===== config.mk =====
export PLATFORM = sky130hd
export DESIGN_NAME = fetch_pc_ctrl
export DESIGN_NICKNAME = d
export VERILOG_FILES = /design/src/rtl/fetch_pc_ctrl.sv
export SDC_FILE = /design/constraint.sdc
export NUM_CORES = 1
export LEC_CHECK = 0
export ABC_AREA = 0
export CAP_MARGIN = 20
export CORE_ASPECT_RATIO = 0.5
export CORE_MARGIN = 2
export CORE_UTILIZATION = 42
export DETAILED_ROUTE_END_ITERATION = 16
export PLACE_DENSITY_LB_ADDON = 0.15
export SETUP_SLACK_MARGIN = 0.05
export SYNTH_ARGS = -nofsm -noshare
export SYNTH_HDL_FRONTEND = slang
export SYNTH_SLANG_ARGS = --single-unit

===== constraint.sdc =====
create_clock -name clk -period 2.7 [get_ports clk]
set_input_delay 0.27 -clock clk [delete_from_list [all_inputs] [get_ports clk]]
set_output_delay 0.27 -clock clk [all_outputs]
set_load 0.01 [all_outputs]

===== src/rtl/fetch_pc_ctrl.sv =====
// Purpose     : program counter and fetch-redirect controller for the 3-stage pipeline.
// Latency     : fetch address issued combinationally from pc_q; redirect takes effect at the next edge, flush_o in the same cycle.
// Backpressure: if_ready_i low holds pc_q with if_valid_o still asserted; stall_i drops the request and holds the PC.
//
// Ports:
//   clk, rst           clock and asynchronous active-high reset
//   stall_i            hazard stall: holds the PC and suppresses the fetch request
//   br_valid_i         execute stage presents a resolved branch/jump
//   branch_taken       resolution result, qualified by br_valid_i
//   br_target          redirect target (low two bits ignored)
//   if_ready_i         instruction memory accepts the request
//   if_valid_o, pc_o   fetch request and address
//   flush_o            kill the instruction held in the fetch/decode register
//   br_taken_cnt_o     taken-branch count   (BRANCH_STATS_EN builds only, else 0)
//   br_total_cnt_o     resolved-branch count (BRANCH_STATS_EN builds only, else 0)
//
// Optional feature macro: BRANCH_STATS_EN enables the two branch statistics counters.

module fetch_pc_ctrl #(
    parameter logic [31:0] RESET_PC     = 32'h0000_0000,
    parameter int unsigned FLUSH_CYCLES = 1
) (
    input  logic        clk,
    input  logic        rst,
    input  logic        stall_i,
    input  logic        br_valid_i,
    input  logic        branch_taken,
    input  logic [31:0] br_target,
    input  logic        if_ready_i,
    output logic        if_valid_o,
    output logic [31:0] pc_o,
    output logic        flush_o,
    output logic [31:0] br_taken_cnt_o,
    output logic [31:0] br_total_cnt_o
);

    typedef enum logic [1:0] {
        ST_BOOT  = 2'd0,
        ST_RUN   = 2'd1,
        ST_FLUSH = 2'd2
    } state_t;

    // Bubble counter load value; only four bits are meaningful (0..15).
    localparam logic [3:0] BUBBLE_LOAD = 4'(FLUSH_CYCLES);

    state_t      state_q, state_d;
    logic [31:0] pc_q, pc_d;
    logic [3:0]  bubble_q, bubble_d;

    logic        redirect;
    logic        fetch_req;
    logic        fire;
    logic        resolved;

    // A resolution is only acted upon once the boot cycle is over.
    assign resolved  = br_valid_i & (state_q != ST_BOOT);
    assign redirect  = resolved & branch_taken;
    assign fetch_req = (state_q == ST_RUN) & ~stall_i;
    assign fire      = fetch_req & if_ready_i;

    always_comb begin
        state_d  = state_q;
        pc_d     = pc_q;
        bubble_d = bubble_q;

        case (state_q)
            ST_BOOT: begin
                state_d = ST_RUN;
            end

            ST_RUN: begin
                if (redirect) begin
                    // Redirect outranks both fire and stall: the accepted
                    // wrong-path fetch does not advance the PC.
                    pc_d = br_target & 32'hFFFF_FFFC;
                    if (FLUSH_CYCLES == 0) begin
                        state_d  = ST_RUN;
                        bubble_d = 4'd0;
                    end else begin
                        state_d  = ST_FLUSH;
                        bubble_d = BUBBLE_LOAD;
                    end
                end else if (fire) begin
                    pc_d = pc_q + 32'd4;
                end
            end

            ST_FLUSH: begin
                if (redirect) begin
                    // A fresh redirect inside the bubble restarts the window.
                    pc_d     = br_target & 32'hFFFF_FFFC;
                    bubble_d = BUBBLE_LOAD;
                end else begin
                    // stall_i deliberately plays no part in the countdown.
                    bubble_d = (bubble_q == 4'd0) ? 4'd0 : bubble_q - 4'd1;
                    if (bubble_q <= 4'd1) begin
                        state_d = ST_RUN;
                    end
                end
            end

            default: begin
                // Unused encoding: recover through the boot cycle.
                state_d  = ST_BOOT;
                bubble_d = 4'd0;
            end
        endcase
    end

    always_ff @(posedge clk or posedge rst) begin
        if (rst) begin
            state_q  <= ST_BOOT;
            pc_q     <= RESET_PC;
            bubble_q <= 4'd0;
        end else begin
            state_q  <= state_d;
            pc_q     <= pc_d;
            bubble_q <= bubble_d;
        end
    end

    assign if_valid_o = fetch_req;
    assign pc_o       = pc_q;
    assign flush_o    = redirect | (state_q == ST_FLUSH);

`ifdef BRANCH_STATS_EN
    logic [31:0] br_total_cnt_q, br_total_cnt_d;
    logic [31:0] br_taken_cnt_q, br_taken_cnt_d;

    always_comb begin
        br_total_cnt_d = br_total_cnt_q;
        br_taken_cnt_d = br_taken_cnt_q;
        if (resolved) begin
            br_total_cnt_d = br_total_cnt_q + 32'd1;
        end
        if (redirect) begin
            br_taken_cnt_d = br_taken_cnt_q + 32'd1;
        end
    end

    always_ff @(posedge clk or posedge rst) begin
        if (rst) begin
            br_total_cnt_q <= 32'd0;
            br_taken_cnt_q <= 32'd0;
        end else begin
            br_total_cnt_q <= br_total_cnt_d;
            br_taken_cnt_q <= br_taken_cnt_d;
        end
    end

    assign br_total_cnt_o = br_total_cnt_q;
    assign br_taken_cnt_o = br_taken_cnt_q;
`else
    assign br_total_cnt_o = 32'h0;
    assign br_taken_cnt_o = 32'h0;
`endif

endmodule


==> results of run 1 <==
[layer usage]
layer | track usage (%) | vias up
met5 | 0 | -
met4 | 5.04 | 0
met3 | 3.47 | 7
met1 | 26.9 | 1226
li1 | - | 1245
met2 | 31.5 | 123
[cell usage after synthesis (5+ instances only)]
| master | n |
|---|---|
| a21oi_1 | 28 |
| a2bb2oi_1 | 6 |
| ha_1 | 5 |
| clkbuf_1 | 8 |
| o22ai_1 | 9 |
| nand3_1 | 23 |
| inv_1 | 8 |
| o21ai_0 | 17 |
| buf_2 | 7 |
| nand2_1 | 31 |
| buf_4 | 66 |
| nor2_1 | 23 |
| dfrtp_1 | 36 |
[cells by family (layout without fill, tap and decap cells)]
kind of cell    after synthesis  in the layout
compound gates               96             96
simple gates                113            113
buf+inv                      91             93
mux                           1              1
fa+ha+maj                     5              5
other cells                   1             66
flops                        36             36
[state kept, by name, summed over array words and instances, names as in the netlist]
signal / flops
bubble_q: 4
pc_o: 30
state_q: 2
[area by class of cell]
cell class / count / share of cell area (%)
Tap cell: 92 / 3.27
Multi-Input combinational cell: 281 / 44.5
Timing Repair Buffer: 77 / 21.6
Inverter: 8 / 0.854
Sequential cell: 36 / 25.6
Clock buffer: 8 / 4.16
[worst max-delay path: stages (launching register included)]
cell             delay (ps)
dfrtp_1                 390
inv_1                    80
ha_1                    250
and3b_1                 400
nor2_2                   90
inv_1                   120
clkdlybuf4s50_1         550
[path summary, 6_finish.rpt]
| path | from | end | slack [ps] | cells after the start |
|---|---|---|---|---|
| setup / recovery | state_q[0] | flush_o | 270 | 6 |
| hold / removal | rst | pc_o[16] | 400 | 3 |
| setup reg to reg | state_q[0] | pc_o[28] | 490 | 9 |
| hold reg to reg | bubble_q[2] | bubble_q[2] | 520 | 1 |
| max in group asynchronous | rst | pc_o[27] | 1950 | 3 |
| min in group clk | bubble_q[2] | bubble_q[2] | 520 | 1 |
[power by group through the flow]
| stage | Clock, mW | Combinational [mW] | Sequential (mW) |
|---|---|---|---|
| after floorplan | 0 | 1.16 | 1.10 |
| after global placement | 0 | 1.91 | 1.06 |
| after detailed placement | 0 | 1.95 | 1.07 |
| after CTS | 0.595 | 1.95 | 1.06 |
| after global routing | 0.622 | 2.15 | 1.12 |
| final | 0.579 | 1.94 | 1.07 |
==> reports/qor.txt, run 1 <==
Power consumption: 3.59 mW
Number of synthesized flops with an enable pin: 0
Hold slack: 403 ps
Antenna cells: 0
Antenna Nets Post-Route: 0
LEAKAGE: 1.51 nW
Starting DRT DRC Count: 192
Detail Route met2 WL: 3300 um
VDD IR max: 0.424 mV
Largest family of logic cells by synthesized area: compound AO/OA/AOI/OAI gates
Layout cells sized above 1: 7.32%
Synth Area in XOR/XNOR: 0%
Reg clk slew, reported paths: 50 ps
Post-CTS Repair Setup Buffers: 0
WL per Instance: 14.1 um
Fin area: 3520 um2
Final Setup Violations: 0
Avg Synthesized Cell Area: 8.21 um2
Top Ports: 136
Final wirelength: 7080 um
Synth top area share: 32.0%
DR vias: 2601
Worst-Margin Slew: 664 ps
Mapped Cells: 343
Area contributors post-synth: dfrtp_1 (32%), buf_4 (18%), a21oi_1 (5.0%), nand2_1 (4.1%), nand3_1 (4.1%)
Crit end category: primary output
Port Buffers: 67
Clk pwr share: 16.1%
RSZ-0062 raised after global routing: false
Unique masters post-synth: 61
Rel. slew slack: 55.4%
Pint: 2.06 mW
Top Metal Used: met4
Most frequent cells in the layout: clkdlybuf4s50_1 (67), conb_1 (66), dfrtp_1 (36)
TritonRoute pass-1 iters: 4
Die Y: 61.9 um
Sw Pwr: 1.53 mW
Worst hold path type: input pin to asynchronous set/reset pin
Max Clock Freq: 412 MHz
Top_reg_cell synth: dfrtp_1
Power per cell area: 1020 nW/um2
Adder-cell share of the synthesized area: 2.22%
Net Sw Frac: 42.7%
Commonest non-fill, non-tap cell in the layout: clkdlybuf4s50_1
Crit path DAT: 2160 ps
Area of the die: 7420 um2
First-pass GRT wire length: 11200 um
CTS Buf Count: 5
# hold bufs at CTS: 0
Max-slew violation count: 0
Post-synthesis simple-gate area fraction: 21.6%
Vias in the first global route: 2214
Sequential power share: 29.7%
Clk_skew: 2.76 ps
M1 wire length: 3220 um
Worst path required time: 2430 ps
Residual DRC: 0
Max Cap Viol: 0
DR vias/cell: 5.18
Synth-to-Final Area Change: 24.8%
GP Congestion: 0.828
Filler cells: 601
Period utilization: 89.9%
CTS Sinks: 36
GRT overflow: 0
Crit-path max FO: 7
Post-route worst setup slack: 272 ps
Combinational share of power: 54.1%
Hold Vio Cnt, Final: 0
GRT Total Usage: 19.2%
Final setup TNS: 0 ps
H-tree levels: 2
Synth Warn #: 0
Area of the multi-input gates: 1570 um2
Pre-CTS setup slack: 494 ps
Clk root buf: clkbuf_16
Util after Layout: 53.3%
HPWL Detailed: 5230 um
Non-filler cells, final: 502
Seq cells post-synth: 36
Reg area: 901 um2
Starting density of the core: 42.7%
Placed cell areas: 3370 um2
Status: completed
Asr flop ratio synth: 100%
Largest net degree at the start of global routing: 47
Mux cell area share after synthesis: 0.400%
WL met3: 513 um
Register area share after synthesis: 32.0%
Synth Cell Area: 2820 um2
Yosys top cell by area: dfrtp_1
Synth Area in Compound Gates: 22.4%
FP Rows: 21
Post-CTS sizing: 0
DIE WIDTH: 120 um
CTS tree: built
Antenna violations before repair: 0
Final Net Count: 452
Clk buf depth: 2
Placed Cells: 494
Startpoint types: flop
Minimum clock period: 2430 ps
CORE AREA: 6600 um2
Clk Latency, worst-skew pair: 280 ps
Crit Path Class: flop to primary output
(Power assumes the default switching activity.)
==> run 2: changes to the inputs <==
--- a/config.mk
+++ b/config.mk
@@ -11,7 +11,7 @@
 export CORE_MARGIN = 2
 export CORE_UTILIZATION = 42
 export DETAILED_ROUTE_END_ITERATION = 16
-export PLACE_DENSITY_LB_ADDON = 0.15
+export PLACE_DENSITY_LB_ADDON = 0.1
 export SETUP_SLACK_MARGIN = 0.05
 export SYNTH_ARGS = -nofsm -noshare
 export SYNTH_HDL_FRONTEND = slang
==> run 2 against run 1 <==
Global-route usage is 0.14 points higher; clock skew grew 2.4 ps; sequential power barely moved; critical endpoint unchanged; largest power group unchanged.
==> reports/qor.txt, run 2 (same netlist as run 1, synthesis figures left out) <==
Max Cap Viol: 0 (unchanged)
H-tree levels: 2 (unchanged)
Hold slack: 406 ps (was 403 ps)
Reg2reg setup slack: 360 ps (was 490 ps)
Minimum clock period: 2480 ps (was 2430 ps)
DR vias: 2625 (was 2601)
CTS Buf Count: 5 (unchanged)
Filler cells: 624 (was 601)
Most frequent cells in the layout: clkdlybuf4s50_1 (67), conb_1 (66), dfrtp_1 (36) (unchanged)
Final setup TNS: 0 ps (unchanged)
HPWL Detailed: 5290 um (was 5230 um)
CTS Sinks: 36 (unchanged)
Placed Cells: 494 (unchanged)
Net Sw Frac: 42.4% (was 42.7%)
Worst hold path type: input pin to asynchronous set/reset pin (unchanged)
LEAKAGE: 1.51 nW (about the same)
Crit Path Class: flop to primary output (unchanged)
Clk pwr share: 17.8% (was 16.1%)
RR Endpoint: pc_o[26] (was pc_o[28])
Crit-path max FO: 7 (unchanged)
VDD IR max: 0.521 mV (was 0.424 mV)
Residual DRC: 0 (unchanged)
Pint: 2.11 mW (was 2.06 mW)
RSZ-0062 raised after global routing: false (unchanged)
DIE WIDTH: 120 um (unchanged)
Area of the die: 7420 um2 (unchanged)
CTS tree: built (unchanged)
Sequential power share: 29.0% (was 29.7%)
Clk root buf: clkbuf_16 (unchanged)
Antenna cells: 0 (unchanged)
Worst Reg-to-Reg Cells: 9 (unchanged)
Worst-Margin Slew: 617 ps (was 664 ps)
Vias in the first global route: 2259 (was 2214)
Pre-CTS setup slack: 404 ps (was 494 ps)
GRT Total Usage: 19.3% (was 19.2%)
Area of the multi-input gates: 1570 um2 (unchanged)
Status: completed (unchanged)
Largest register FFs: 30 (unchanged)
Combinational share of power: 53.2% (was 54.1%)
Post-route worst setup slack: 215 ps (was 272 ps)
Clk Latency, worst-skew pair: 280 ps (about the same)
Crit end category: primary output (unchanged)
Final wirelength: 7210 um (was 7080 um)
Starting DRT DRC Count: 228 (was 192)
Placed cell areas: 3360 um2 (was 3370 um2)
Post-CTS Repair Setup Buffers: 0 (unchanged)
Max Clock Freq: 402 MHz (was 412 MHz)
Commonest non-fill, non-tap cell in the layout: clkdlybuf4s50_1 (unchanged)
Layout cells sized above 1: 7.56% (was 7.32%)
CORE AREA: 6600 um2 (unchanged)
Period utilization: 92.0% (was 89.9%)
Port Buffers: 67 (unchanged)
FP Rows: 21 (unchanged)
Starting density of the core: 42.7% (unchanged)
# hold bufs at CTS: 0 (unchanged)
Final Net Count: 452 (unchanged)
Die Y: 61.9 um (unchanged)
First-pass GRT wire length: 11300 um (was 11200 um)
Clk_skew: 5.19 ps (was 2.76 ps)
WL per Instance: 14.4 um (was 14.1 um)
Worst path required time: 2430 ps (about the same)
Rel. slew slack: 58.5% (was 55.4%)
Clk buf depth: 2 (unchanged)
GP Congestion: 0.804 (was 0.828)
Crit path DAT: 2210 ps (was 2160 ps)
Reg clk slew, reported paths: 60 ps (was 50 ps)
Power per cell area: 1040 nW/um2 (was 1020 nW/um2)
Sw Pwr: 1.55 mW (was 1.53 mW)
Fin area: 3520 um2 (about the same)
Reg area: 901 um2 (unchanged)
Antenna Nets Post-Route: 0 (unchanged)
Largest net degree at the start of global routing: 37 (was 47)
Top Ports: 136 (unchanged)
TritonRoute pass-1 iters: 4 (unchanged)
Antenna violations before repair: 0 (unchanged)
Non-filler cells, final: 502 (unchanged)
Post-CTS sizing: 0 (unchanged)
Hold Vio Cnt, Final: 0 (unchanged)
Synth-to-Final Area Change: 25.0% (was 24.8%)
Startpoint types: flop (unchanged)
GRT overflow: 0 (unchanged)
Worst r2r src: state_q[1] (was state_q[0])
DR vias/cell: 5.23 (was 5.18)
Max-slew violation count: 0 (unchanged)
Final Setup Violations: 0 (unchanged)
[run 2: worst max path at each step]
stage / from / to
6_report: state_q[0] / flush_o
5_1_grt: state_q[0] / flush_o
4_1_cts: state_q[0] / flush_o
3_5_place_dp: state_q[1] / pc_o[26]
3_3_place_gp: state_q[0] / pc_o[26]
2_1_floorplan: state_q[0] / pc_o[2]
[run 2: power groups by stage]
stage / Combinational [mW] / Clock (mW) / Sequential [mW]
floorplan: 1.16 / 0 / 1.10
global placement: 1.91 / 0 / 1.06
detailed placement: 1.94 / 0 / 1.06
CTS: 1.95 / 0.658 / 1.06
global route: 2.15 / 0.697 / 1.11
finish: 1.95 / 0.652 / 1.06
[run 2: worst max-delay path, stage by stage, from the launching register on]
cell and delay (ps):
dfrtp_1 390, inv_1 80, ha_1 240, and3b_1 440
nor2_2 60, inv_1 160, clkdlybuf4s50_1 560
[run 2: cell type report]
| type | count | share of cell area, % |
|---|---|---|
| Tap cell | 92 | 3.27 |
| Clock buffer | 6 | 3.66 |
| Multi-Input combinational cell | 281 | 44.5 |
| Inverter | 8 | 0.853 |
| Clock inverter | 2 | 0.995 |
| Sequential cell | 36 | 25.6 |
| Timing Repair Buffer | 77 | 21.2 |
[run 2: metal layers]
layer  share of wire (%)  track usage [%]
met5                   0                0
met4                0.74             4.20
met2                  44             30.0
met3                 7.5             3.47
met1                  48             28.6
[run 2: per-stage QoR]
step / power (mW) / utilization, %
2_1_floorplan: 2.26 / -
3_3_place_gp: 2.97 / 50.9
3_5_place_dp: 3.00 / 50.9
4_1_cts: 3.67 / 53.4
5_1_grt: 3.95 / 53.4
6_report: 3.67 / 53.4
==> run 3: changes to the inputs <==
--- a/config.mk
+++ b/config.mk
@@ -7,9 +7,11 @@
 export LEC_CHECK = 0
 export ABC_AREA = 0
 export CAP_MARGIN = 20
+export CELL_PAD_IN_SITES_DETAIL_PLACEMENT = 1
+export CELL_PAD_IN_SITES_GLOBAL_PLACEMENT = 2
 export CORE_ASPECT_RATIO = 0.5
 export CORE_MARGIN = 2
-export CORE_UTILIZATION = 42
+export CORE_UTILIZATION = 22
 export DETAILED_ROUTE_END_ITERATION = 16
 export PLACE_DENSITY_LB_ADDON = 0.1
 export SETUP_SLACK_MARGIN = 0.05
==> constraint.sdc (replaced) <==
create_clock -name clk -period 2.6 [get_ports clk]
set_input_delay 0.26 -clock clk [delete_from_list [all_inputs] [get_ports clk]]
set_output_delay 0.26 -clock clk [all_outputs]
set_load 0.01 [all_outputs]
==> run 3 against run 2 <==
Critical path type unchanged; clock power down 12%; critical endpoint unchanged; flip-flop and latch count unchanged; power up 6.1%.
==> reports/qor.txt, run 3 (same netlist as run 1, synthesis figures left out) <==
CTS Sinks: 36 (unchanged)
Reg2reg setup slack: 410 ps (was 360 ps)
Antenna violations before repair: 0 (unchanged)
CORE AREA: 12600 um2 (was 6600 um2)
Worst path required time: 2340 ps (was 2430 ps)
Filler cells: 1489 (was 624)
Worst r2r src: state_q[0] (was state_q[1])
Crit end category: primary output (unchanged)
Clk_skew: 3.10 ps (was 5.19 ps)
Crit path DAT: 2160 ps (was 2210 ps)
Max Clock Freq: 413 MHz
CP Capture Point: flush_o (unchanged)
Residual DRC: 0 (unchanged)
Layout cells sized above 1: 8.96% (was 7.56%)
CP peak stage delay: 550 ps (was 560 ps)
Rel. slew slack: 52.2% (was 58.5%)
Worst Reg-to-Reg Cells: 8 (was 9)
Commonest non-fill, non-tap cell in the layout: clkdlybuf4s50_1 (unchanged)
# hold bufs at CTS: 0 (unchanged)
Period utilization: 93.1%
Non-filler cells, final: 583 (was 502)
Placed Cells: 578 (was 494)
Area of the multi-input gates: 1580 um2 (was 1570 um2)
Power per cell area: 1060 nW/um2 (was 1040 nW/um2)
HPWL Detailed: 7000 um (was 5290 um)
Starting density of the core: 22.4% (was 42.7%)
DR vias/cell: 4.62 (was 5.23)
Post-CTS Repair Setup Buffers: 0 (unchanged)
Most frequent cells in the layout: clkdlybuf4s50_1 (67), conb_1 (66), dfrtp_1 (36) (unchanged)
H-tree levels: 2 (unchanged)
Antenna cells: 0 (unchanged)
Crit-path max FO: 7 (unchanged)
DR vias: 2694 (was 2625)
GRT Total Usage: 13.8% (was 19.3%)
Final Net Count: 458 (was 452)
LEAKAGE: 1.53 nW (was 1.51 nW)
Status: completed (unchanged)
Final Setup Violations: 0 (unchanged)
Port Buffers: 67 (unchanged)
Crit Path Class: flop to primary output (unchanged)
Minimum clock period: 2420 ps
Crit-path cells: inv_1 -> ha_1 -> and3b_2 -> nor2_4 -> inv_1 -> clkdlybuf4s50_1 (was inv_1 -> ha_1 -> and3b_1 -> nor2_2 -> inv_1 -> clkdlybuf4s50_1)
TritonRoute pass-1 iters: 4 (unchanged)
Largest register FFs: 30 (unchanged)
FP Rows: 29 (was 21)
Clk buf depth: 2 (unchanged)
Synth-to-Final Area Change: 30.0% (was 25.0%)
First-pass GRT wire length: 14800 um (was 11300 um)
GP Congestion: 0.772 (was 0.804)
DIE WIDTH: 164 um (was 120 um)
Critical path depth in cells: 6 (unchanged)
Hold slack: 407 ps (was 406 ps)
Clk Latency, worst-skew pair: 280 ps (about the same)
Reg clk slew, reported paths: 60 ps (about the same)
CP startpoint: state_q[0] (unchanged)
Util after Layout: 29.1% (was 53.4%)
Hold Vio Cnt, Final: 0 (unchanged)
CTS Buf Count: 5 (unchanged)
Final wirelength: 9300 um (was 7210 um)
Vias in the first global route: 2674 (was 2259)
Worst hold path type: input pin to asynchronous set/reset pin (unchanged)
GRT overflow: 0 (unchanged)
Antenna Nets Post-Route: 0 (unchanged)
VDD IR max: 0.295 mV (was 0.521 mV)
Die Y: 84.0 um (was 61.9 um)
Worst Path Buf+Inv: 3 (unchanged)
Reg area: 901 um2 (unchanged)
Clk root buf: clkbuf_16 (unchanged)
CTS tree: built (unchanged)
Starting DRT DRC Count: 88 (was 228)
Top Ports: 136 (unchanged)
Cell with the most instances on the worst path: inv_1 (unchanged)
RSZ-0062 raised after global routing: false (unchanged)
Area of the die: 13800 um2 (was 7420 um2)
Max Cap Viol: 0 (unchanged)
WL per Instance: 16.0 um (was 14.4 um)
Startpoint types: flop (unchanged)
Worst-Margin Slew: 711 ps (was 617 ps)
Cell family with most CP delay: buffers and inverters (unchanged)
Power consumption: 3.89 mW (was 3.67 mW)
Largest net degree at the start of global routing: 37 (unchanged)
Max-slew violation count: 0 (unchanged)
RR Endpoint: pc_o[28] (was pc_o[26])
Post-CTS sizing: 1 (was 0)
Final setup TNS: 0 ps (unchanged)
Worst path slowest cell: clkdlybuf4s50_1 (unchanged)
-- run 3: cell types whose count changed in the layout (fill, tap and decap cells not counted) --
cell	change
clkinv_2	-1
buf_4	+4
nor2_4	+1
clkbuf_1	-1
bufinv_16	-1
and3b_2	+1
and3b_1	-1
nor4b_1	-1
nor4b_2	+1
nor2_2	-1
buf_12	+2
-- run 3: how the worst min path moves through the flow --
| stage | from | to | slack [ps] | cells after the start |
|---|---|---|---|---|
| global route | rst | state_q[0] | 480 | 3 |
| detailed placement | bubble_q[2] | bubble_q[2] | 520 | 1 |
| CTS | rst | bubble_q[2] | 430 | 3 |
| finish | rst | bubble_q[1] | 410 | 3 |
| global placement | bubble_q[2] | bubble_q[2] | 500 | 1 |
| floorplan | br_target[31] | pc_o[31] | 380 | 2 |
-- run 3: final cells by class --
type / count / area share [%]
multi-input combinational: 281 / 43.1
inverter: 8 / 0.820
clock buffer: 5 / 3.42
sequential: 36 / 24.6
timing repair buffer: 83 / 22.3
tap: 170 / 5.81
-- run 3: through the flow --
step | instance area, um2 | setup WS [ps]
final | 3660 | 179
after global routing | 3660 | 51.1
after CTS | 3660 | 127
after detailed placement | 3530 | 346
after global placement | 3530 | 392
after floorplan | 3060 | 549
-- run 3: worst min-delay path, stage by stage --
cell             delay, ps
clkdlybuf4s50_1        390
inv_1                   50
buf_4                  440
-- run 3: where the power goes --
part / internal [mW] / switching (mW) / total [mW]
clock network: 0.339 / 0.232 / 0.571
registers: 0.796 / 0.292 / 1.09
logic: 1.03 / 1.20 / 2.23
-- run 3: routing by layer --
| metal | wire (um) | vias to the layer above | global-route usage, % | part of all wire [%] |
|---|---|---|---|---|
| met2 | 4150 | 97 | 22.0 | 45 |
| met5 | 0 | - | 0 | 0 |
| met3 | 523 | 8 | 2.83 | 5.6 |
| met1 | 4530 | 1340 | 19.2 | 49 |
| li1 | - | 1249 | - | - |
| met4 | 100 | 0 | 3.19 | 1.1 |
